**config.mk**
```make
export PLATFORM = sky130hd
export DESIGN_NAME = prga
export DESIGN_NICKNAME = d
export VERILOG_FILES = /design/src/rtl/arc4_pkg.sv /design/src/rtl/prga.sv
export SDC_FILE = /design/constraint.sdc
export NUM_CORES = 1
export LEC_CHECK = 0
export ABC_AREA = 1
export CORE_MARGIN = 10
export CORE_UTILIZATION = 48
export DETAILED_ROUTE_END_ITERATION = 6
export GPL_ROUTABILITY_DRIVEN = 0
export PLACE_DENSITY_LB_ADDON = 0.2
export SYNTH_ARGS = -nofsm -noshare
export SYNTH_HDL_FRONTEND = slang
export SYNTH_SLANG_ARGS = --single-unit
export TNS_END_PERCENT = 30
```
**constraint.sdc**
```tcl
create_clock -name clk -period 3.3 [get_ports clk]
set_input_delay 0.66 -clock clk [delete_from_list [all_inputs] [get_ports clk]]
set_output_delay 0.66 -clock clk [all_outputs]
set_load 0.01 [all_outputs]
```
**src/rtl/arc4_pkg.sv**
```systemverilog
`timescale 1ns/1ps
`default_nettype none
// ============================================================================
// Module  : arc4_pkg
// Purpose : Shared ARC4 definitions for the init, KSA and PRGA stages:
//           byte-width constants and the PRGA state encoding.
// Rev     : 1.0  initial release
// ============================================================================
package arc4_pkg;

  localparam int ARC4_W = 8;    // data and address width
  localparam int ARC4_N = 256;  // entries in the S permutation

  // One state per memory cycle of the PRGA loop.
  typedef enum logic [3:0] {
    PRGA_IDLE    = 4'd0,
    PRGA_RD_LEN  = 4'd1,
    PRGA_GOT_LEN = 4'd2,
    PRGA_WR_LEN  = 4'd3,
    PRGA_RD_I    = 4'd4,
    PRGA_GOT_I   = 4'd5,
    PRGA_RD_J    = 4'd6,
    PRGA_GOT_J   = 4'd7,
    PRGA_WR_I    = 4'd8,
    PRGA_WR_J    = 4'd9,
    PRGA_RD_PAD  = 4'd10,
    PRGA_WR_PT   = 4'd11
  } prga_state_t;

endpackage : arc4_pkg
`default_nettype wire

```
**src/rtl/prga.sv**
```systemverilog
`timescale 1ns/1ps
`default_nettype none
// ============================================================================
// Module  : prga
// Purpose : ARC4 pseudo-random generation stage. On an accepted en it reads a
//           length-prefixed ciphertext from ct_mem, produces one keystream
//           byte per message byte (swapping S entries in s_mem as it goes),
//           and writes the length-prefixed plaintext to pt_mem.
// Ports   : clk, rst        clock and asynchronous active-high reset
//           en / rdy        start request / idle handshake
//           s_*             S memory (read/write, 1-cycle read latency)
//           ct_*            ciphertext memory (read-only, 1-cycle latency)
//           pt_*            plaintext memory (write-only)
// Rev     : 1.0  initial release
// ============================================================================
module prga
  import arc4_pkg::*;
(
  input  logic              clk,
  input  logic              rst,
  input  logic              en,
  output logic              rdy,
  output logic [ARC4_W-1:0] s_addr,
  input  logic [ARC4_W-1:0] s_rddata,
  output logic [ARC4_W-1:0] s_wrdata,
  output logic              s_wren,
  output logic [ARC4_W-1:0] ct_addr,
  input  logic [ARC4_W-1:0] ct_rddata,
  output logic [ARC4_W-1:0] pt_addr,
  output logic [ARC4_W-1:0] pt_wrdata,
  output logic              pt_wren
);

  prga_state_t       state_q, state_d;
  logic [ARC4_W-1:0] i_q,   i_d;
  logic [ARC4_W-1:0] j_q,   j_d;
  logic [ARC4_W-1:0] k_q,   k_d;
  logic [ARC4_W-1:0] len_q, len_d;
  logic [ARC4_W-1:0] si_q,  si_d;
  logic [ARC4_W-1:0] sj_q,  sj_d;
  logic [ARC4_W-1:0] ctb_q, ctb_d;

  always_ff @(posedge clk or posedge rst) begin
    if (rst) begin
      state_q <= PRGA_IDLE;
      i_q     <= '0;
      j_q     <= '0;
      k_q     <= '0;
      len_q   <= '0;
      si_q    <= '0;
      sj_q    <= '0;
      ctb_q   <= '0;
    end else begin
      state_q <= state_d;
      i_q     <= i_d;
      j_q     <= j_d;
      k_q     <= k_d;
      len_q   <= len_d;
      si_q    <= si_d;
      sj_q    <= sj_d;
      ctb_q   <= ctb_d;
    end
  end

  always_comb begin
    state_d   = state_q;
    i_d       = i_q;
    j_d       = j_q;
    k_d       = k_q;
    len_d     = len_q;
    si_d      = si_q;
    sj_d      = sj_q;
    ctb_d     = ctb_q;
    rdy       = 1'b0;
    s_addr    = '0;
    s_wrdata  = '0;
    s_wren    = 1'b0;
    ct_addr   = '0;
    pt_addr   = '0;
    pt_wrdata = '0;
    pt_wren   = 1'b0;

    unique case (state_q)
      PRGA_IDLE: begin
        rdy = 1'b1;
        if (en) begin
          j_d     = '0;
          state_d = PRGA_RD_LEN;
        end
      end
      PRGA_RD_LEN: begin
        ct_addr = '0;
        state_d = PRGA_GOT_LEN;
      end
      PRGA_GOT_LEN: begin
        len_d   = ct_rddata;
        state_d = PRGA_WR_LEN;
      end
      PRGA_WR_LEN: begin
        pt_addr   = '0;
        pt_wrdata = len_q;
        pt_wren   = 1'b1;
        if (len_q == '0) begin
          state_d = PRGA_IDLE;
        end else begin
          // i is pre-incremented in ARC4, so the first byte uses i = 1.
          i_d     = 8'd1;
          k_d     = 8'd1;
          state_d = PRGA_RD_I;
        end
      end
      PRGA_RD_I: begin
        // S[i] and the ciphertext byte are fetched in the same cycle.
        s_addr  = i_q;
        ct_addr = k_q;
        state_d = PRGA_GOT_I;
      end
      PRGA_GOT_I: begin
        si_d    = s_rddata;
        ctb_d   = ct_rddata;
        j_d     = j_q + s_rddata;
        state_d = PRGA_RD_J;
      end
      PRGA_RD_J: begin
        s_addr  = j_q;
        state_d = PRGA_GOT_J;
      end
      PRGA_GOT_J: begin
        sj_d    = s_rddata;
        state_d = PRGA_WR_I;
      end
      PRGA_WR_I: begin
        // When i == j both writes store the same byte; S is unchanged.
        s_addr   = i_q;
        s_wrdata = sj_q;
        s_wren   = 1'b1;
        state_d  = PRGA_WR_J;
      end
      PRGA_WR_J: begin
        s_addr   = j_q;
        s_wrdata = si_q;
        s_wren   = 1'b1;
        state_d  = PRGA_RD_PAD;
      end
      PRGA_RD_PAD: begin
        // Pad index uses the pre-swap values, which equal post-swap S[i]+S[j].
        s_addr  = si_q + sj_q;
        state_d = PRGA_WR_PT;
      end
      PRGA_WR_PT: begin
        pt_addr   = k_q;
        pt_wrdata = s_rddata ^ ctb_q;
        pt_wren   = 1'b1;
        if (k_q == len_q) begin
          state_d = PRGA_IDLE;
        end else begin
          i_d     = i_q + 8'd1;
          k_d     = k_q + 8'd1;
          state_d = PRGA_RD_I;
        end
      end
      default: begin
        state_d = PRGA_IDLE;
      end
    endcase
  end

endmodule : prga
`default_nettype wire

```
==> reports/qor.csv, run 1 <==
stage;metric;value;unit
global_routing;grt_pass1_wl;17520;um
cts;cts.reportedPaths.clkPinSlew;70;ps
finish;layout_common_cells;nand2_1, inv_1, dfrtp_1, clkdlybuf4s50_1;
floorplanning;start_util;49.40;%
yosys;seq_area_frac_synth;39.13;%
global_routing;track_usage;18.25;%
critical_path;end_kind;output port;
floorplanning;fp.dieW;109.4;um
critical_path;crit_fanout;3;
detailed_routing;viasPerCell;5.240;
sta;fin_setup_tns;0;ps
sta;hold_slack;510.9;ps
cts;postCtsSetupRepairBufs;0;
power;power.density;779.1;nW/um^2
sta;relSlewSlack;61.72;%
placement;io_buffer_count;61;
global_routing;antenna_found_initial;0;
worst_hold_path;hold_depth;2;
cts;cts_sinks;60;
yosys;ys_ff_latch;60;
cts;clock_latency;350;ps
yosys;mappedNetlistArea;3837;um^2
finish;final_common_cell;nand2_1;
sta;fin_skew;7.055;ps
yosys;netlist_top_cells_area;dfrtp_1, nand2_1, inv_1;
cts;hold_buffers;0;
detailed_routing;first_pass_iters;5;
finish;areaGrowthSynthToFinish;23.51;%
sta;slew_viol_final;0;
floorplanning;num_io_pins;62;
yosys;synth.distinct_cells;38;
global_routing;grt_pass1_vias;3629;
floorplanning;dieArea;11970;um^2
sta;min_period;3111;ps
outcome;outcome;complete, no violations;
sta;setup_viol;0;
floorplanning;die_h;109.4;um
cts;cts-root-buf;clkbuf_8;
yosys;yosysWarnings;0;
critical_path;criticalPathCategory;flip-flop to output port;
power;power.total;3.692;mW
sta;final_hold_viol_count;0;
yosys;synth_fp_nets;557;
detailed_routing;detail_route.iter0.violations;195;
finish;utilization;61.02;%
placement;dp_hpwl;7929;um
cts;clockBufferDepth;2;
yosys;synthCells;520;
yosys;synth.avg_cell_area;7.380;um^2
cts;cts_tree;built;
sta;grt_setup_unrepaired;false;
yosys;yosysTopAreaCellShare;39.13;%
finish;fin_area;4740;um^2
global_routing;overflow;0;
sta;tightestPinTransition;573.3;ps
power;ir_worst_vdd;0.0003755;V
critical_path;critPathLaunchType;flip-flop;
worst_hold_path;hp-class;flip-flop to flip-flop;
detailed_routing;ant_nets;0;
floorplanning;coreArea;7767;um^2
cts;cts_htree_levels;3;
floorplanning;rows;32;
critical_path;reg2reg_depth;10;
finish;num_antenna_cells;0;
placement;dpl-instance-area;4559;um^2
critical_path;worstPathRequired;2640;ps
detailed_routing;avgRoutedWirePerCell;14.71;um
detailed_routing;drc;0;
yosys;synthArstFlopShare;100.0;%
critical_path;arrival;2450;ps
finish;drive_gt1_share;6.768;%
sta;fin_crit_sh;94.27;%
flow_run;cap_violations;0;
cts;numCtsBuffers;9;
yosys;synth_top_cell_by_area;dfrtp_1;
detailed_routing;wirelength;10200;um
sta;fmax;321.5;MHz
detailed_routing;num_vias;3631;
yosys;synthFlopType;dfrtp_1;
yosys;synth_edf_count;0;
finish;nets;623;
power;p_leak;2.329;nW
global_routing;grt_max_degree;28;
timing repair:
item                       in CTS  in global routing
setup endpoints to repair       0                  1
hold endpoints to repair        0                  0
resized for setup               0                  1
routing by layer:
metal / up-vias / GRT usage [%] / wire [um]
met1: 1672 / 23.40 / 4503
met4: 0 / 7.714 / 266
li1: 1807 / - / -
met5: - / 0 / 0
met2: 130 / 28.88 / 4628
met3: 22 / 4.330 / 798
flip-flops by register name (all words and copies together) (netlist names):
name / flops
ctb_q: 8
i_q: 8
j_q: 8
k_q: 8
len_q: 8
si_q: 8
sj_q: 8
state_q: 4
path summary, 6_finish.rpt:
check	start	endpoint	slack (ps)
min in group asynchronous	rst	j_q[4]	690
max reg2reg	k_q[3]	i_q[0]	1480
min reg2reg	ctb_q[4]	ctb_q[4]	510
max	si_q[0]	s_addr[4]	190
max in group asynchronous	rst	si_q[2]	1940
min	ctb_q[4]	ctb_q[4]	510
cell type report:
| class | count | area (um^2) |
|---|---|---|
| multi-input combinational | 376 | 2008 |
| clock buffer | 9 | 123.9 |
| timing repair buffer | 66 | 650.6 |
| tap | 102 | 127.6 |
| clock inverter | 7 | 53.80 |
| sequential | 60 | 1501 |
| inverter | 73 | 274.0 |
| fill | 700 | 3028 |
synth_stat cells (4+ instances only):
library cell and number:
a21oi_1 10, buf_2 4, nor3b_1 4, nand2_2 4, o22ai_1 10, dfrtp_1 60, inv_1 67, ha_1 16
inv_2 6, nand2_1 153, xnor2_1 18, clkbuf_1 5, a22o_1 10, nor3_1 4, o21ai_0 35, nand3_1 40
nor2_1 40, nand4_1 5
through the flow:
| step | cells | worst slack, ps |
|---|---|---|
| after floorplan | 520 | 1131 |
| after global placement | 677 | 536.2 |
| after CTS | 693 | 112.0 |
| after detailed placement | 677 | 490.1 |
| final | 693 | 189.2 |
| after global routing | 693 | 84.92 |
kinds of logic (layout without fill, tap and decap cells):
group | Yosys count | in the layout | share of synthesized area, %
xor+xnor | 21 | 21 | 4.793
compound gates | 78 | 78 | 12.42
buf+inv | 84 | 155 | 8.542
simple gates | 259 | 259 | 28.86
fa+ha+maj | 18 | 18 | 6.260
flops | 60 | 60 | 39.13
worst max-delay path: stages, from the launching register on:
cell	delay [ps]
dfrtp_1	390
ha_1	180
inv_1	50
fa_1	390
nand3b_1	210
nand4_1	100
nand3_1	90
o221ai_1	110
clkdlybuf4s50_1	580
where the power goes:
part / switching [mW] / internal [mW]
sequential: 0.267 / 1.01
clock: 0.326 / 0.274
combinational: 1.07 / 0.739
total: 1.67 / 2.03
(Power assumes the default switching activity.)
==> run 2, diff against run 1 <==
--- a/config.mk
+++ b/config.mk
@@ -10,6 +10,7 @@
 export CORE_UTILIZATION = 48
 export DETAILED_ROUTE_END_ITERATION = 6
 export GPL_ROUTABILITY_DRIVEN = 0
+export MAX_ROUTING_LAYER = met4
 export PLACE_DENSITY_LB_ADDON = 0.2
 export SYNTH_ARGS = -nofsm -noshare
 export SYNTH_HDL_FRONTEND = slang
==> reports/qor.csv, run 2 (synthesis results as in run 1) <==
stage;metric;value;unit
sta;grt_setup_unrepaired;false;
detailed_routing;detail_route.iter0.violations;199;
sta;final_hold_viol_count;0;
cts;postCtsSetupRepairBufs;0;
critical_path;reg2reg_depth;10;
critical_path;crit_start;si_q[0];
detailed_routing;avgRoutedWirePerCell;14.78;um
critical_path;reg2reg_slack;1480;ps
detailed_routing;wirelength;10250;um
cts;cts_tree;built;
cts;clock_latency;350;ps
flow_run;cap_violations;0;
sta;relSlewSlack;61.59;%
sta;tightestPinTransition;575.4;ps
global_routing;antenna_found_initial;0;
finish;layout_common_cells;nand2_1, inv_1, dfrtp_1, clkdlybuf4s50_1;
global_routing;track_usage;18.84;%
finish;utilization;61.02;%
sta;fin_setup_tns;0;ps
placement;dpl-instance-area;4559;um^2
power;p_leak;2.329;nW
finish;final_common_cell;nand2_1;
power;power.total;3.694;mW
detailed_routing;viasPerCell;5.303;
global_routing;grt_pass1_wl;17510;um
placement;io_buffer_count;61;
critical_path;end_kind;output port;
cts;hold_buffers;0;
global_routing;grt_max_degree;28;
finish;fill_cells;700;
cts;cts.reportedPaths.clkPinSlew;70;ps
floorplanning;dieArea;11970;um^2
floorplanning;rows;32;
floorplanning;fp.dieW;109.4;um
floorplanning;num_io_pins;62;
floorplanning;die_h;109.4;um
cts;cts-root-buf;clkbuf_8;
global_routing;overflow;0;
critical_path;arrival;2440;ps
worst_hold_path;hp-class;flip-flop to flip-flop;
finish;num_antenna_cells;0;
sta;fmax;322.2;MHz
power;ir_worst_vdd;0.0003793;V
detailed_routing;first_pass_iters;4;
detailed_routing;ant_nets;0;
sta;slew_viol_final;0;
floorplanning;start_util;49.40;%
critical_path;critPathLaunchType;flip-flop;
cts;cts_htree_levels;3;
cts;cts_resized;0;
floorplanning;coreArea;7767;um^2
placement;dp_hpwl;7929;um
critical_path;r2r_start;k_q[5];
finish;drive_gt1_share;6.768;%
sta;min_period;3104;ps
critical_path;worstPathRequired;2640;ps
critical_path;criticalPathCategory;flip-flop to output port;
outcome;outcome;complete, no violations;
cts;numCtsBuffers;9;
cts;clockBufferDepth;2;
finish;areaGrowthSynthToFinish;23.51;%
detailed_routing;num_vias;3675;
critical_path;crit_fanout;3;
critical_path;worstReg2RegEnd;i_q[0];
finish;fin_area;4740;um^2
global_routing;grt_pass1_vias;3635;
finish;nets;623;
sta;fin_skew;6.806;ps
power;power.density;779.5;nW/um^2
sta;setup_viol;0;
critical_path;critPathCapture;s_addr[4];
sta;fin_crit_sh;94.06;%
detailed_routing;drc;0;
cts;cts_sinks;60;
run 2: cell counts in the layout (fill, tap and decap cells not counted):
Identical to the previous run, type by type.
run 2: worst min path at each step:
stage	start	end	slack [ps]	cells after the start
2_1_floorplan	ctb_q[1]	ctb_q[1]	470	2
3_3_place_gp	ctb_q[3]	ctb_q[3]	490	2
3_5_place_dp	ctb_q[5]	ctb_q[5]	500	2
4_1_cts	ctb_q[5]	ctb_q[5]	510	2
5_1_grt	sj_q[2]	sj_q[2]	540	2
6_report	ctb_q[4]	ctb_q[4]	510	2
run 2: power breakdown:
group / switching (mW) / total (mW) / internal (mW)
Combinational: 1.07 / 1.81 / 0.739
Sequential: 0.268 / 1.28 / 1.01
Clock: 0.327 / 0.600 / 0.274
run 2: area by class of cell:
cell class | count | area [um^2] | area share, %
inverter | 73 | 274.0 | 5.781
timing repair buffer | 66 | 650.6 | 13.73
clock inverter | 7 | 53.80 | 1.135
multi-input combinational | 376 | 2008 | 42.37
clock buffer | 9 | 123.9 | 2.614
tap | 102 | 127.6 | 2.693
sequential | 60 | 1501 | 31.68
run 2: stage by stage:
step | hold slack, ps | instances | setup WS [ps]
2_1_floorplan | 473.2 | 520 | 1131
3_3_place_gp | 485.9 | 677 | 536.2
3_5_place_dp | 496.2 | 677 | 490.1
4_1_cts | 513.9 | 693 | 112.0
5_1_grt | 544.1 | 693 | 84.93
6_report | 511.3 | 693 | 196.0
run 2: critical path: stages, from the launching register on:
cell	delay, ps
dfrtp_1	380
ha_1	180
inv_1	50
fa_1	390
nand3b_1	210
nand4_1	100
nand3_1	90
o221ai_1	110
clkdlybuf4s50_1	580
run 2: layer usage:
layer / vias to the layer above / share of wire (%) / global-route usage [%]
met5: - / 0 / -
met3: 17 / 6.1 / 2.809
li1: 1811 / - / -
met2: 132 / 46 / 28.79
met4: 0 / 2.1 / 7.714
met1: 1715 / 46 / 24.50
